==> src/rtl/scan_decoder_pkg.sv <==
// Shared types and helpers for the scan_decoder block: FSM state encoding,
// mode bit meanings and the select-width to output-width helper.
package scan_dec_pkg;

    typedef enum logic [1:0] {
        IDLE,
        DIRECT,
        SCAN
    } state_t;

    localparam logic MODE_DIRECT = 1'b0;
    localparam logic MODE_SCAN   = 1'b1;

    function automatic int unsigned onehot_w(input int unsigned sel_w);
        return 32'd1 << sel_w;
    endfunction

endpackage

==> src/rtl/scan_decoder_onehot_dec.sv <==
// Purely combinational SEL_W-to-2**SEL_W one-hot decoder.
module onehot_dec
    import scan_dec_pkg::*;
#(
    parameter int unsigned SEL_W = 3
) (
    input  logic [SEL_W-1:0]           i_idx,
    output logic [onehot_w(SEL_W)-1:0] o_onehot
);

    always_comb begin
        o_onehot        = '0;
        o_onehot[i_idx] = 1'b1;
    end

endmodule

==> src/rtl/scan_decoder.sv <==
// Registered one-hot decoder with DIRECT (valid/ready select) and SCAN
// (auto-cycling with dwell) modes. SCAN_DEC_ACTIVE_LOW_EN inverts the dec_out pin.
module scan_decoder
    import scan_dec_pkg::*;
#(
    parameter int unsigned SEL_W = 3,
    parameter int unsigned DWELL = 4
) (
    input  logic                       clk,
    input  logic                       rst,
    input  logic                       en,
    input  logic                       mode,
    input  logic                       sel_valid,
    output logic                       sel_ready,
    input  logic [SEL_W-1:0]           sel,
    output logic [onehot_w(SEL_W)-1:0] dec_out,
    output logic [SEL_W-1:0]           cur_idx,
    output logic                       wrap
);

    localparam int unsigned OUT_W   = onehot_w(SEL_W);
    localparam int unsigned DWELL_W = $clog2(DWELL + 1);

    state_t               r_state;
    logic [SEL_W-1:0]     r_idx;
    logic [DWELL_W-1:0]   r_dwell;
    logic [OUT_W-1:0]     r_dec;
    logic                 r_wrap;

    state_t               w_state_nxt;
    logic [SEL_W-1:0]     w_idx_nxt;
    logic [DWELL_W-1:0]   w_dwell_nxt;
    logic                 w_wrap_nxt;
    logic                 w_load;
    logic                 w_blank;
    logic [OUT_W-1:0]     w_onehot;

    assign sel_ready = en && (mode == MODE_DIRECT) && !rst;

    // Decoder sees the next index so dec_out and cur_idx update on the same edge.
    onehot_dec #(.SEL_W(SEL_W)) u_dec (
        .i_idx    (w_idx_nxt),
        .o_onehot (w_onehot)
    );

    always_comb begin
        w_state_nxt = r_state;
        w_idx_nxt   = r_idx;
        w_dwell_nxt = r_dwell;
        w_wrap_nxt  = 1'b0;
        w_load      = 1'b0;
        w_blank     = 1'b0;
        if (!en) begin
            w_state_nxt = IDLE;
            w_blank     = 1'b1;
        end else if (mode == MODE_SCAN) begin
            w_state_nxt = SCAN;
            w_load      = 1'b1;
            if (r_state != SCAN) begin
                w_idx_nxt   = '0;
                w_dwell_nxt = '0;
            end else if (r_dwell == DWELL_W'(DWELL - 1)) begin
                w_dwell_nxt = '0;
                w_idx_nxt   = r_idx + 1'b1;
                w_wrap_nxt  = (r_idx == '1);
            end else begin
                w_dwell_nxt = r_dwell + 1'b1;
            end
        end else begin
            w_state_nxt = DIRECT;
            if (sel_valid && sel_ready) begin
                w_idx_nxt = sel;
                w_load    = 1'b1;
            end
        end
    end

    always_ff @(posedge clk) begin
        if (rst) begin
            r_state <= IDLE;
            r_idx   <= '0;
            r_dwell <= '0;
            r_dec   <= '0;
            r_wrap  <= 1'b0;
        end else begin
            r_state <= w_state_nxt;
            r_idx   <= w_idx_nxt;
            r_dwell <= w_dwell_nxt;
            r_wrap  <= w_wrap_nxt;
            if (w_blank)
                r_dec <= '0;
            else if (w_load)
                r_dec <= w_onehot;
        end
    end

    assign cur_idx = r_idx;
    assign wrap    = r_wrap;

`ifdef SCAN_DEC_ACTIVE_LOW_EN
    assign dec_out = ~r_dec;
`else
    assign dec_out = r_dec;
`endif

endmodule

==> config.mk <==
export PLATFORM = sky130hd
export DESIGN_NAME = scan_decoder
export DESIGN_NICKNAME = d
export VERILOG_FILES = /design/src/rtl/scan_decoder_pkg.sv /design/src/rtl/scan_decoder_onehot_dec.sv /design/src/rtl/scan_decoder.sv
export SDC_FILE = /design/constraint.sdc
export NUM_CORES = 1
export LEC_CHECK = 0
export BUFFER_PORTS_ARGS = -buffer_cell sky130_fd_sc_hd__buf_2
export CAP_MARGIN = 40
export CORE_MARGIN = 2
export CORE_UTILIZATION = 50
export DETAILED_ROUTE_END_ITERATION = 8
export PLACE_DENSITY = 0.82
export RECOVER_POWER = 50
export SETUP_SLACK_MARGIN = 0.02
export SLEW_MARGIN = 10
export SYNTH_ARGS = -nofsm -noshare
export SYNTH_HDL_FRONTEND = slang
export SYNTH_HIERARCHICAL = 1
export SYNTH_SLANG_ARGS = --single-unit
export TNS_END_PERCENT = 10
==> constraint.sdc <==
create_clock -name clk -period 2.6 [get_ports clk]
set_input_delay 0.26 -clock clk [delete_from_list [all_inputs] [get_ports clk]]
set_output_delay 0.26 -clock clk [all_outputs]
set_load 0.02 [all_outputs]
Word-level counts from Yosys, hierarchy flattened
Cells that the tools add are included.
{"block": "word_totals", "ff_bits": 17, "inputBits": 8, "out_inout_bits": 13, "wordCells": 36}
{"block": "classes", "n_addsub": 2, "order_cmp": 2, "eq_ne": 3, "mux": 13, "bitwise_logic": 3, "n_reduce_logical": 8}
{"op": "two-way mux 3 bit", "n": 7}
{"op": "adder 3 x 1 -> 3 bit (second input constant)", "n": 2}
{"op": "OR reduction 5 bit", "n": 1}
{"op": "logical AND 1 bit", "n": 4}
{"op": "less-than comparator 3 x 4 -> 1 bit (second input constant)", "n": 1}
{"op": "two-way mux 1 bit", "n": 4}
{"op": "demux 1 bit (select 3 bit)", "n": 1}
{"op": "== test 3 x 2 -> 1 bit (second input constant)", "n": 1}
{"op": "== test 3 bit (second input constant)", "n": 1}
{"op": "greater-or-equal comparator 3 x 1 -> 1 bit (second input constant)", "n": 1}
{"op": "inverter 1 bit", "n": 3}
{"op": "two-way mux 2 bit", "n": 1}
{"op": "inequality test 2 bit (second input constant)", "n": 1}
{"op": "AND reduction 2 bit", "n": 1}
{"op": "OR reduction 2 bit", "n": 1}
{"op": "logical NOT 1 bit", "n": 1}

Depth between registers and ports, before layout
Gate-level depths: netlist of run 1.
{"block": "logic_depth", "ltp_word": 11, "ltp_mapped": 8, "depth_no_buf": 8}

Modules after synthesis
The synthesis of run 1 kept the hierarchy.
{"module": "scan_decoder", "instances": 1, "cells_each": 74, "area_each_um2": 754.5, "seq_area_each_um2": 340.3}
{"module": "onehot_dec", "instances": 1, "cells_each": 8, "area_each_um2": 65.1, "seq_area_each_um2": 0.0}

Worst setup path after synthesis of run 1
Ideal clock, no wire load.
{"block": "synth_path", "path_type": "register -> register", "start": "register r_dwell[0]", "end": "register r_dec[6] (netlist: dec_out[6])", "setup_ps": 128, "arrival_ps": 1746, "t_required_ps": 2472, "slack_ps": 727, "stages_incl_launch_ff": 9, "n_path_buf": 0, "synth_period_minus_slack_ps": 1873, "path_cell_list": "dfxtp_1 -> ha_1 -> nor2b_2 -> o221ai_2 -> a222oi_1 -> inv_1 -> and3b_2 -> mux2i_1 -> nor2_1"}
{"block": "synth_between", "elab_chain_cells": 9, "word_cells_on_any_way": 10, "classes_between": "order compare: 2; eq/ne: 1; mux: 6; reduce/logical: 1"}
{"item": "start: declaration", "line_no": "scan_decoder.sv:26", "text": "logic [DWELL_W-1:0] r_dwell;"}
{"item": "start signal: assignment", "line_no": "scan_decoder.sv:88", "text": "r_dwell <= w_dwell_nxt;"}
{"item": "== test 3 x 2 -> 1 bit (*)", "line_no": "scan_decoder.sv:62", "text": "end else if (r_dwell == DWELL_W'(DWELL - 1)) begin"}
{"item": "two-way mux 3 bit (*)", "line_no": "scan_decoder.sv:62"}
{"item": "two-way mux 3 bit (*)", "line_no": "scan_decoder.sv:59", "text": "if (r_state != SCAN) begin"}
{"item": "two-way mux 3 bit (*)", "line_no": "scan_decoder.sv:56", "text": "end else if (mode == MODE_SCAN) begin"}
{"item": "two-way mux 3 bit (*)", "line_no": "scan_decoder.sv:53", "text": "if (!en) begin"}
{"item": "net w_idx_nxt[2]", "line_no": "scan_decoder.sv:31", "text": "logic [SEL_W-1:0] w_idx_nxt;"}
{"item": "less-than comparator 3 x 4 -> 1 bit (implied by the code) or greater-or-equal comparator 3 x 1 -> 1 bit (tied branches)", "line_no": "scan_decoder_onehot_dec.sv:13", "text": "o_onehot[i_idx] = 1'b1;"}
{"item": "logical AND 1 bit (implied by the code)", "line_no": "scan_decoder_onehot_dec.sv:13"}
{"item": "two-way mux 1 bit (implied by the code)", "line_no": "scan_decoder_onehot_dec.sv:13"}
{"item": "demux 1 bit (select 3 bit) (*)"}
{"item": "net w_onehot[6]", "line_no": "scan_decoder.sv:36", "text": "logic [OUT_W-1:0] w_onehot;"}
{"item": "end signal: assignment", "line_no": "scan_decoder.sv:93", "text": "r_dec <= w_onehot;"}
{"item": "end: declaration", "line_no": "scan_decoder.sv:27", "text": "logic [OUT_W-1:0] r_dec;"}
Mark *: on every way through the listed nets, which the timed path passes. The rest lies on a longest branch.
A chain may end at the register's enable or synchronous reset.

Worst setup path after layout of run 1
{"block": "layout_path", "start": "register r_dwell[0]", "end": "register r_dec[7] (netlist: dec_out[7])"}
Same word-level chain as after synthesis.

==> results of run 1 <==
==> per-stage QoR <==
stage | worst slack (ns) | utilization (%) | hold slack (ns)
6_report | 0.473 | 60.9 | 0.224
5_1_grt | 0.209 | 60.9 | 0.271
4_1_cts | 0.507 | 62.1 | 0.223
3_5_place_dp | 0.529 | 60.3 | 0.483
3_3_place_gp | 0.593 | 60.3 | 0.474
2_1_floorplan | 0.727 | - | 0.417
==> power breakdown <==
group | switching (W) | total [W] | leakage, nW | internal (W)
registers | 0.00000233 | 0.000266 | 0.137 | 0.000263
clock network | 0.0000809 | 0.000141 | 0.0150 | 0.0000597
logic | 0.0000279 | 0.0000457 | 0.265 | 0.0000178
total | 0.000111 | 0.000452 | 0.417 | 0.000341
==> registers in the layout (all words and copies together), names as in the netlist <==
| name | flops |
|---|---|
| dec_out | 8 |
| cur_idx | 3 |
| r_dwell | 3 |
| r_state | 2 |
| wrap | 1 |
==> cell type report <==
type                            instances  area, um^2  area share, %
Timing Repair Buffer                   20        82.6           8.89
Clock buffer                            4        26.3           2.83
Tap cell                               16        20.0           2.16
Sequential cell                        17         340           36.7
Inverter                                3        11.3           1.21
Multi-Input combinational cell         59         448           48.2
==> kinds of logic (layout without fill, tap and decap cells) <==
family / after synthesis / after routing / synth area share, %
and+or+nand+nor: 40 / 40 / 30.5
AOI/OAI and AO/OA: 7 / 7 / 8.55
adders and majority gates: 3 / 3 / 4.58
DFF: 17 / 17 / 41.5
muxes: 9 / 9 / 11.0
buffers and inverters: 6 / 27 / 3.82
==> worst reg2reg max path, cell delays in order, from the launching register on <==
cell and delay, ns:
dfxtp_1 0.38, ha_1 0.21, nor2b_2 0.23, o221ai_2 0.15
a222oi_1 0.43, inv_1 0.19, and3_2 0.26, mux2i_1 0.12
nor2_1 0.05
==> layer usage <==
layer | GRT usage, % | wire length [um] | vias up
met2 | 28.7 | 729 | 18
li1 | - | - | 330
met3 | 2.45 | 77 | 4
met5 | 0 | 0 | -
met1 | 24.1 | 677 | 300
met4 | 10.3 | 23 | 0
==> path summary, 6_finish.rpt <==
path	from	endpoint	slack, ns
setup / recovery	r_dwell[0]	dec_out[7]	0.47
setup reg to reg	r_dwell[0]	dec_out[7]	0.47
hold reg to reg	r_state[1]	wrap	0.50
hold / removal	sel[0]	cur_idx[0]	0.22
==> synth_stat cells (all sizes together) <==
| library cell | instances |
|---|---|
| a21oi | 2 |
| nor3 | 2 |
| ha | 3 |
| nor2 | 18 |
| mux2i | 9 |
| nand4b | 1 |
| inv | 3 |
| nor4 | 1 |
| buf | 2 |
| a32oi | 1 |
| o21ai | 1 |
| nand2 | 3 |
| and3b | 4 |
| nand2b | 1 |
| or2b | 1 |
| nand3b | 1 |
| o221ai | 1 |
| nor2b | 2 |
| a222oi | 2 |
| clkbuf | 1 |
| nor4b | 1 |
| nor3b | 4 |
| dfxtp | 17 |
| and3 | 1 |
==> metrics.txt, run 1 <==
relative slew slack=about three quarters; largest net degree at the start of global routing=11; clk sink count=17; filler instances=between 100 and 150; area leader, netlist=dfxtp_1; placer congestion estimate=between 0.8 and 0.9; clock latency on the worst-skew pair=just under 0.3 ns; Mapped Area=roughly 800 um^2; antenna cells=0; Avg WL per Cell=between 10 and 15 um; Worst path top cell family by delay=compound AO/OA/AOI/OAI gates; Final Total Pwr=0.000452 W; crit path DAT=2.31 ns; WP depth=8; Worst-Margin Slew=0.388 ns; Slew Limit Fails=0; CP cell instances=ha_1 > nor2b_2 > o221ai_2 > a222oi_1 > inv_1 > and3_2 > mux2i_1 > nor2_1; crit path launch type=register; DP HPWL=1.12 mm; Nets=~120; post-synth net total=a little over 90; Highest Clock Rate=470 MHz; initial antenna violation count=0; # port buffers=20; Tcrit/Tclk final=81.8%; Routed WL=about 1.5 mm; Worst path max stage delay=0.43 ns; Resize count post-CTS=0; r2r worst-path depth=8; share of cells above drive strength 1=19.4%; die area=roughly 2000 um^2; CP endpoint kind=register; number of H-tree levels=1; gr ovfl total=0; critical-path maximum fanout=8; Layout area overhead=13.3%; core area=between 1500 and 2000 um^2; Initial Util=between 50% and 60%; RSZ-0062 raised after global routing=no; top cells by area, synth=dfxtp_1 42%, mux2i_1 11%, nor2_1 8.2%, and3b_2 4.9%, ha_1 4.6%; drt first pass iters=4; most common cell after layout, fill and taps aside=nor2_1; CP Data Required Time=between 2 and 3 ns; cts bufs inserted=3; cell count of the worst hold path=3; Tmin final=about 2.1 ns; vias in the first global route=just over 600; Yosys cell types=26; Boundary Pins=21; Root Buffer=clkbuf_4; critical path's slowest cell=a222oi_1; Max VDD drop=roughly 0.27 mV; outcome=finished, final reports clean; final hold violations=0; Remaining DRCs=0; max-cap viol count=0; # setup viols final=0; cell total after placement=between 100 and 150; Post-CTS Setup Bufs=0; Final ANT Viol Nets=0; Clock Skew=0.00391 ns; Seq cells post-synth=17; Finished Cell Area=roughly 930 um^2; Reg clk slew, reported paths=0.10 ns; Pwr Density=487 nW/um^2; routed vias=~650; Syn Inst Count=just over 80; CTS tree=yes; routed vias/inst=between 5 and 6; CP Class=reg2reg; die width=about 44 um; placed cell areas=between 900 and 1000 um^2; DIE HEIGHT=roughly 44 um; non-filler cells, final=roughly 120; cts-stage hold buffer count=0; Mapped Avg Cell Area=between 9 and 10 um^2; Leakage=0.417 nW; sequential share of the synthesized area=41.5%; Initial DRC Count=29; hold crit path type=in2reg; Synth warnings=6; total track usage=18.4%; post-synth top area share=41.5%; buffers and inverters on the worst path=1; setup_tns=0 ns; most frequent cells in the layout=18 x nor2_1, 17 x dfxtp_1, 15 x clkbuf_1, 9 x mux2i_1, 6 x buf_2; first-pass GRT wire length=between 2 and 3 mm; CTS Buffer Depth=2; cell row count=14
Note: power is estimated with default switching activity, not from simulation.
==> run 2: changes to the inputs <==
--- a/config.mk
+++ b/config.mk
@@ -5,12 +5,13 @@
 export SDC_FILE = /design/constraint.sdc
 export NUM_CORES = 1
 export LEC_CHECK = 0
+export ABC_AREA = 1
 export BUFFER_PORTS_ARGS = -buffer_cell sky130_fd_sc_hd__buf_2
 export CAP_MARGIN = 40
 export CORE_MARGIN = 2
-export CORE_UTILIZATION = 50
+export CORE_UTILIZATION = 45
 export DETAILED_ROUTE_END_ITERATION = 8
-export PLACE_DENSITY = 0.82
+export PLACE_DENSITY = 0.79
 export RECOVER_POWER = 50
 export SETUP_SLACK_MARGIN = 0.02
 export SLEW_MARGIN = 10
==> constraint.sdc (replaced) <==
create_clock -name clk -period 1.9 [get_ports clk]
set_input_delay 0.19 -clock clk [delete_from_list [all_inputs] [get_ports clk]]
set_output_delay 0.19 -clock clk [all_outputs]
set_load 0.02 [all_outputs]
==> metrics.txt, run 2 <==
Boundary Pins=21; critical path's slowest cell=dfxtp_1; CP cell instances=ha_1 > nand2_1 > nor2_1 > nand3_1 > nand2_1 > nor2_1 > inv_1 > inv_1 > nand2_1 > nor2_1 > nor2_1 > nor2_1; Seq cells post-synth=17; Pwr Density=between 600 and 700 nW/um^2; Max VDD drop=0.474 mV; gr ovfl total=0; buffers and inverters on the worst path=2; final hold violations=0; Initial DRC Count=23; placer congestion estimate=just over 0.8; outcome=finished, final reports clean; Mapped Avg Cell Area=a little under 7 um^2; vias in the first global route=between 600 and 700; Layout area overhead=15.3%; max-cap viol count=0; core area=roughly 1700 um^2; cts bufs inserted=3; hold crit path type=in2reg; Routed WL=1.54 mm; Leakage=roughly 0.45 nW; # setup viols final=0; most frequent cells after synthesis=35 x nor2_1, 17 x dfxtp_1, 15 x inv_1; DIE HEIGHT=around 46 um; most frequent cells in the layout=35 x nor2_1, 17 x dfxtp_1, 15 x inv_1, 13 x nand2_1, 13 x clkbuf_1; routed vias/inst=around 4.8; cell row count=15; CP endpoint kind=register; cell with the most instances after synthesis=nor2_1; die area=between 2000 and 2500 um^2; share of cells above drive strength 1=a little over an eighth; cell total after placement=150; FFs w/ async S/R, synth=0%; crit path DAT=between 1.5 and 2 ns; CTS tree=yes; die width=45.9 um; relative slew slack=77.6%; Root Buffer=clkbuf_4; CP Data Required Time=between 2 and 2.5 ns; Reg clk slew, reported paths=0.10 ns; sequential share of the synthesized area=a little over two fifths; cell repeated most along the worst path=nor2_1; main flop type after synthesis=dfxtp_1; non-filler cells, final=approximately 150; Initial Util=a little under half; critical-path maximum fanout=4; drt first pass iters=4; post-synth top area share=43.0%; setup_tns=0 ns; Highest Clock Rate=a little over 600 MHz; Resize count post-CTS=0; max FFs per register=8; initial antenna violation count=0; Slew Limit Fails=0; crit path launch type=register; Final Total Pwr=about 0.00064 W; most common cell after layout, fill and taps aside=nor2_1; EDFF count, synth=0; Nets=approximately 150; Synth warnings=6; Yosys cell types=16; CP Class=reg2reg; RSZ-0062 raised after global routing=no; area leader, netlist=dfxtp_1; CTS Buffer Depth=2; Final ANT Viol Nets=0; Clock Skew=slightly above 0.007 ns; routed vias=between 700 and 800; largest net degree at the start of global routing=13; cts-stage hold buffer count=0; Tcrit/Tclk final=between 80 and 90%; # port buffers=20; Syn Inst Count=roughly 110; top cells by area, synth=dfxtp_1 43%, nor2_1 17%, inv_1 7.1%, o21ai_0 6.3%, nand2_1 6.2%; DP HPWL=about 1.2 mm; number of H-tree levels=1; Tmin final=between 1.5 and 2 ns; Avg WL per Cell=around 10 um; total track usage=16.1%; antenna cells=0; clk sink count=17; Worst path max stage delay=roughly 0.34 ns; Post-CTS Setup Bufs=0; Worst path top cell family by delay=simple AND/OR/NAND/NOR gates; Mapped Area=between 700 and 800 um^2; first-pass GRT wire length=about 2.4 mm; Worst-Margin Slew=0.337 ns; Remaining DRCs=0; post-synth net total=between 100 and 150; clock latency on the worst-skew pair=approximately 0.29 ns
-- run 2: changes by cell type in the layout (fill, tap and decap cells not counted), sizes merged, moves of 2 or more --
cell    change
a21oi       +3
a222oi      -2
and3b       -4
buf         +2
clkbuf      -2
inv        +14
mux2i       -9
nand2      +11
nand3       +9
nor2       +18
nor2b       -2
nor3        -2
nor3b       -4
o21ai       +9
-- run 2: area by class of cell --
cell class | instances | area, um^2
repair buffers | 20 | 85.1
flip-flops and latches | 17 | 340
clock buffers | 4 | 26.3
fillers | 169 | 777
well taps | 17 | 21.3
inverters | 17 | 63.8
multi-input cells | 79 | 375
-- run 2: final timing paths --
| path | start | endpoint | slack [ns] | depth (start not counted) |
|---|---|---|---|---|
| hold reg to reg | r_dwell[2] | r_dwell[2] | 0.44 | 2 |
| setup reg to reg | r_dwell[0] | dec_out[1] | 0.29 | 12 |
| setup / recovery | r_dwell[0] | dec_out[1] | 0.29 | 12 |
| hold / removal | mode | r_state[0] | 0.17 | 2 |
-- run 2: cell families (layout without fill, tap and decap cells) --
group                      count (synthesis)  after routing  synth area share, %
and+or+nand+nor                           61             61                 32.3
buffers and inverters                     18             41                 9.49
DFF                                       17             17                 43.0
AOI/OAI and AO/OA                         15             15                 10.4
adders and majority gates                  3              3                 4.75
-- run 2: through the flow --
stage	area, um^2	hold WS, ns	setup slack [ns]	utilization, %
after floorplan	791	0.259	0.366	-
after global placement	901	0.408	0.334	53.3
after detailed placement	901	0.416	0.334	53.3
after CTS	927	0.105	0.253	54.9
after global routing	912	0.185	0.101	54.0
final	912	0.172	0.286	54.0
-- run 2: power by group --
part	internal (W)	switching [W]	total [W]
logic	0.0000214	0.0000548	0.0000762
registers	0.000366	0.00000461	0.000371
clock network	0.0000816	0.000107	0.000189
-- run 2: layer usage --
layer | wire length, um | up-vias | track usage (%) | share of wire (%)
met4 | 12 | 0 | 8.57 | 0.78
met1 | 707 | 306 | 19.1 | 46
met3 | 103 | 2 | 3.97 | 6.7
met5 | 0 | - | 0 | 0
met2 | 718 | 23 | 26.4 | 47
li1 | - | 403 | - | -
==> run 3: changes to the inputs <==
--- a/config.mk
+++ b/config.mk
@@ -5,13 +5,13 @@
 export SDC_FILE = /design/constraint.sdc
 export NUM_CORES = 1
 export LEC_CHECK = 0
-export ABC_AREA = 1
+export ABC_AREA = 0
 export BUFFER_PORTS_ARGS = -buffer_cell sky130_fd_sc_hd__buf_2
 export CAP_MARGIN = 40
 export CORE_MARGIN = 2
-export CORE_UTILIZATION = 45
+export CORE_UTILIZATION = 50
 export DETAILED_ROUTE_END_ITERATION = 8
-export PLACE_DENSITY = 0.79
+export PLACE_DENSITY = 0.82
 export RECOVER_POWER = 50
 export SETUP_SLACK_MARGIN = 0.02
 export SLEW_MARGIN = 10
==> constraint.sdc (replaced) <==
create_clock -name clk -period 1.6 [get_ports clk]
set_input_delay 0.16 -clock clk [delete_from_list [all_inputs] [get_ports clk]]
set_output_delay 0.16 -clock clk [all_outputs]
set_load 0.02 [all_outputs]
==> metrics.txt, run 3 (synthesized netlist as in run 1, its figures left out) <==
outcome=complete, but fails checks; violated checks=setup timing; die width=44.5 um; RSZ-0062 raised after global routing=yes; Layout area overhead=33.6%; Final ANT Viol Nets=0; vias in the first global route=approximately 710; Placement Setup Slack=-0.292 ns; core area=roughly 1500 um^2; DIE HEIGHT=roughly 44 um; clk sink count=17; Remaining DRCs=0; cell total after placement=between 100 and 150; cell row count=14; Clock Skew=about 0.0063 ns; cts-stage hold buffer count=0; Slew Limit Fails=0; Leakage=~0.52 nW; Root Buffer=clkbuf_4; filler instances=~120; antenna cells=0; Worst-Margin Slew=between 0.4 and 0.5 ns; drt first pass iters=4; CTS Buffer Depth=2; largest net degree at the start of global routing=11; Tcrit/Tclk final=125%; CP endpoint kind=register; DP HPWL=roughly 1.4 mm; Nets=approximately 130; non-filler cells, final=approximately 140; Final Total Pwr=around 0.00075 W; routed vias/inst=about 5.3; Reg clk slew, reported paths=about 0.090 ns; max FFs per register=8; crit path launch type=register; final hold violations=0; Initial Util=53.8%; Routed WL=1.77 mm; initial antenna violation count=0; most common cell after layout, fill and taps aside=nor2_1; die area=roughly 2000 um^2; Boundary Pins=21; placer congestion estimate=about 0.87; setup_tns=-2.48 ns; CP Class=reg2reg; Max VDD drop=approximately 0.54 mV; # port buffers=20; # setup viols final=8; most frequent cells in the layout=18 x nor2_1, 16 x buf_4, 13 x dfxtp_1, 12 x buf_2; CP Data Required Time=roughly 1.8 ns; Avg WL per Cell=13.0 um; Initial DRC Count=8; first-pass GRT wire length=around 3 mm; share of cells above drive strength 1=a little over two fifths; crit path DAT=2.16 ns; Tmin final=about 2.0 ns; critical-path maximum fanout=8; relative slew slack=71.7%; total track usage=a little over a fifth; routed vias=between 700 and 800; gr ovfl total=0; max-cap viol count=0; CTS tree=yes; Pwr Density=slightly below 700 nW/um^2; number of H-tree levels=1; Final WS setup=-0.401 ns; clock latency on the worst-skew pair=between 0.2 and 0.3 ns; cts bufs inserted=3; hold crit path type=in2reg; Fin Hold WS=0.130 ns; Highest Clock Rate=500 MHz
[run 3: changes by cell type in the layout (fill, tap and decap cells not counted), moves of 8 or more]
cell and change:
mux2i_1 +9, nand2_1 -10, o21ai_0 -10, nand3_1 -8, buf_4 +16, inv_1 -13
nor2_1 -17
[run 3: metal layers]
metal  vias up  global-route usage (%)  part of all wire, %
li1        365                       -                    -
met1       343                    23.4                   40
met2        12                    39.4                   55
met3         2                    4.90                  3.9
met4         0                    5.45                 0.73
met5         -                       0                    0
[run 3: where the power goes]
part           switching [W]  internal [W]   total, W
clock network       0.000121     0.0000965   0.000217
registers         0.00000316      0.000428   0.000431
logic              0.0000519     0.0000446  0.0000965
total               0.000176      0.000569   0.000745
[run 3: final timing paths]
check | from | endpoint | slack (ns) | depth (start not counted)
max | r_dwell[1] | dec_out[5] | -0.40 | 8
min | sel[0] | cur_idx[0] | 0.13 | 3
max reg2reg | r_dwell[1] | dec_out[5] | -0.40 | 8
min reg2reg | dec_out[7] | dec_out[7] | 0.50 | 2
[run 3: worst max-delay path: stages (launching register included)]
cell and delay [ns]:
dfxtp_2 0.36, ha_4 0.14, nor2b_4 0.14, o221ai_2 0.12, a222oi_1 0.44, inv_1 0.21
and3b_2 0.24, mux2i_1 0.16, nor2_1 0.08
[run 3: final cells by class]
class | count | area, um^2 | area share, %
Tap cell | 16 | 20.0 | 1.83
Sequential cell | 17 | 345 | 31.5
Timing Repair Buffer | 37 | 221 | 20.2
Inverter | 3 | 11.3 | 1.03
Clock buffer | 4 | 26.3 | 2.40
Multi-Input combinational cell | 59 | 470 | 43.0
[run 3: stage by stage]
| step | cell area (um^2) | utilization [%] |
|---|---|---|
| final | 1090 | 71.8 |
| after global routing | 1090 | 71.8 |
| after CTS | 1090 | 71.4 |
| after detailed placement | 1050 | 68.7 |
| after global placement | 1050 | 68.7 |
| after floorplan | 842 | - |
[run 3: timing repair]
item	4_1_cts	5_1_grt
gates resized for setup	0	3
setup buffers	2	1
pin swaps	1	1
setup endpoints to repair	8	9
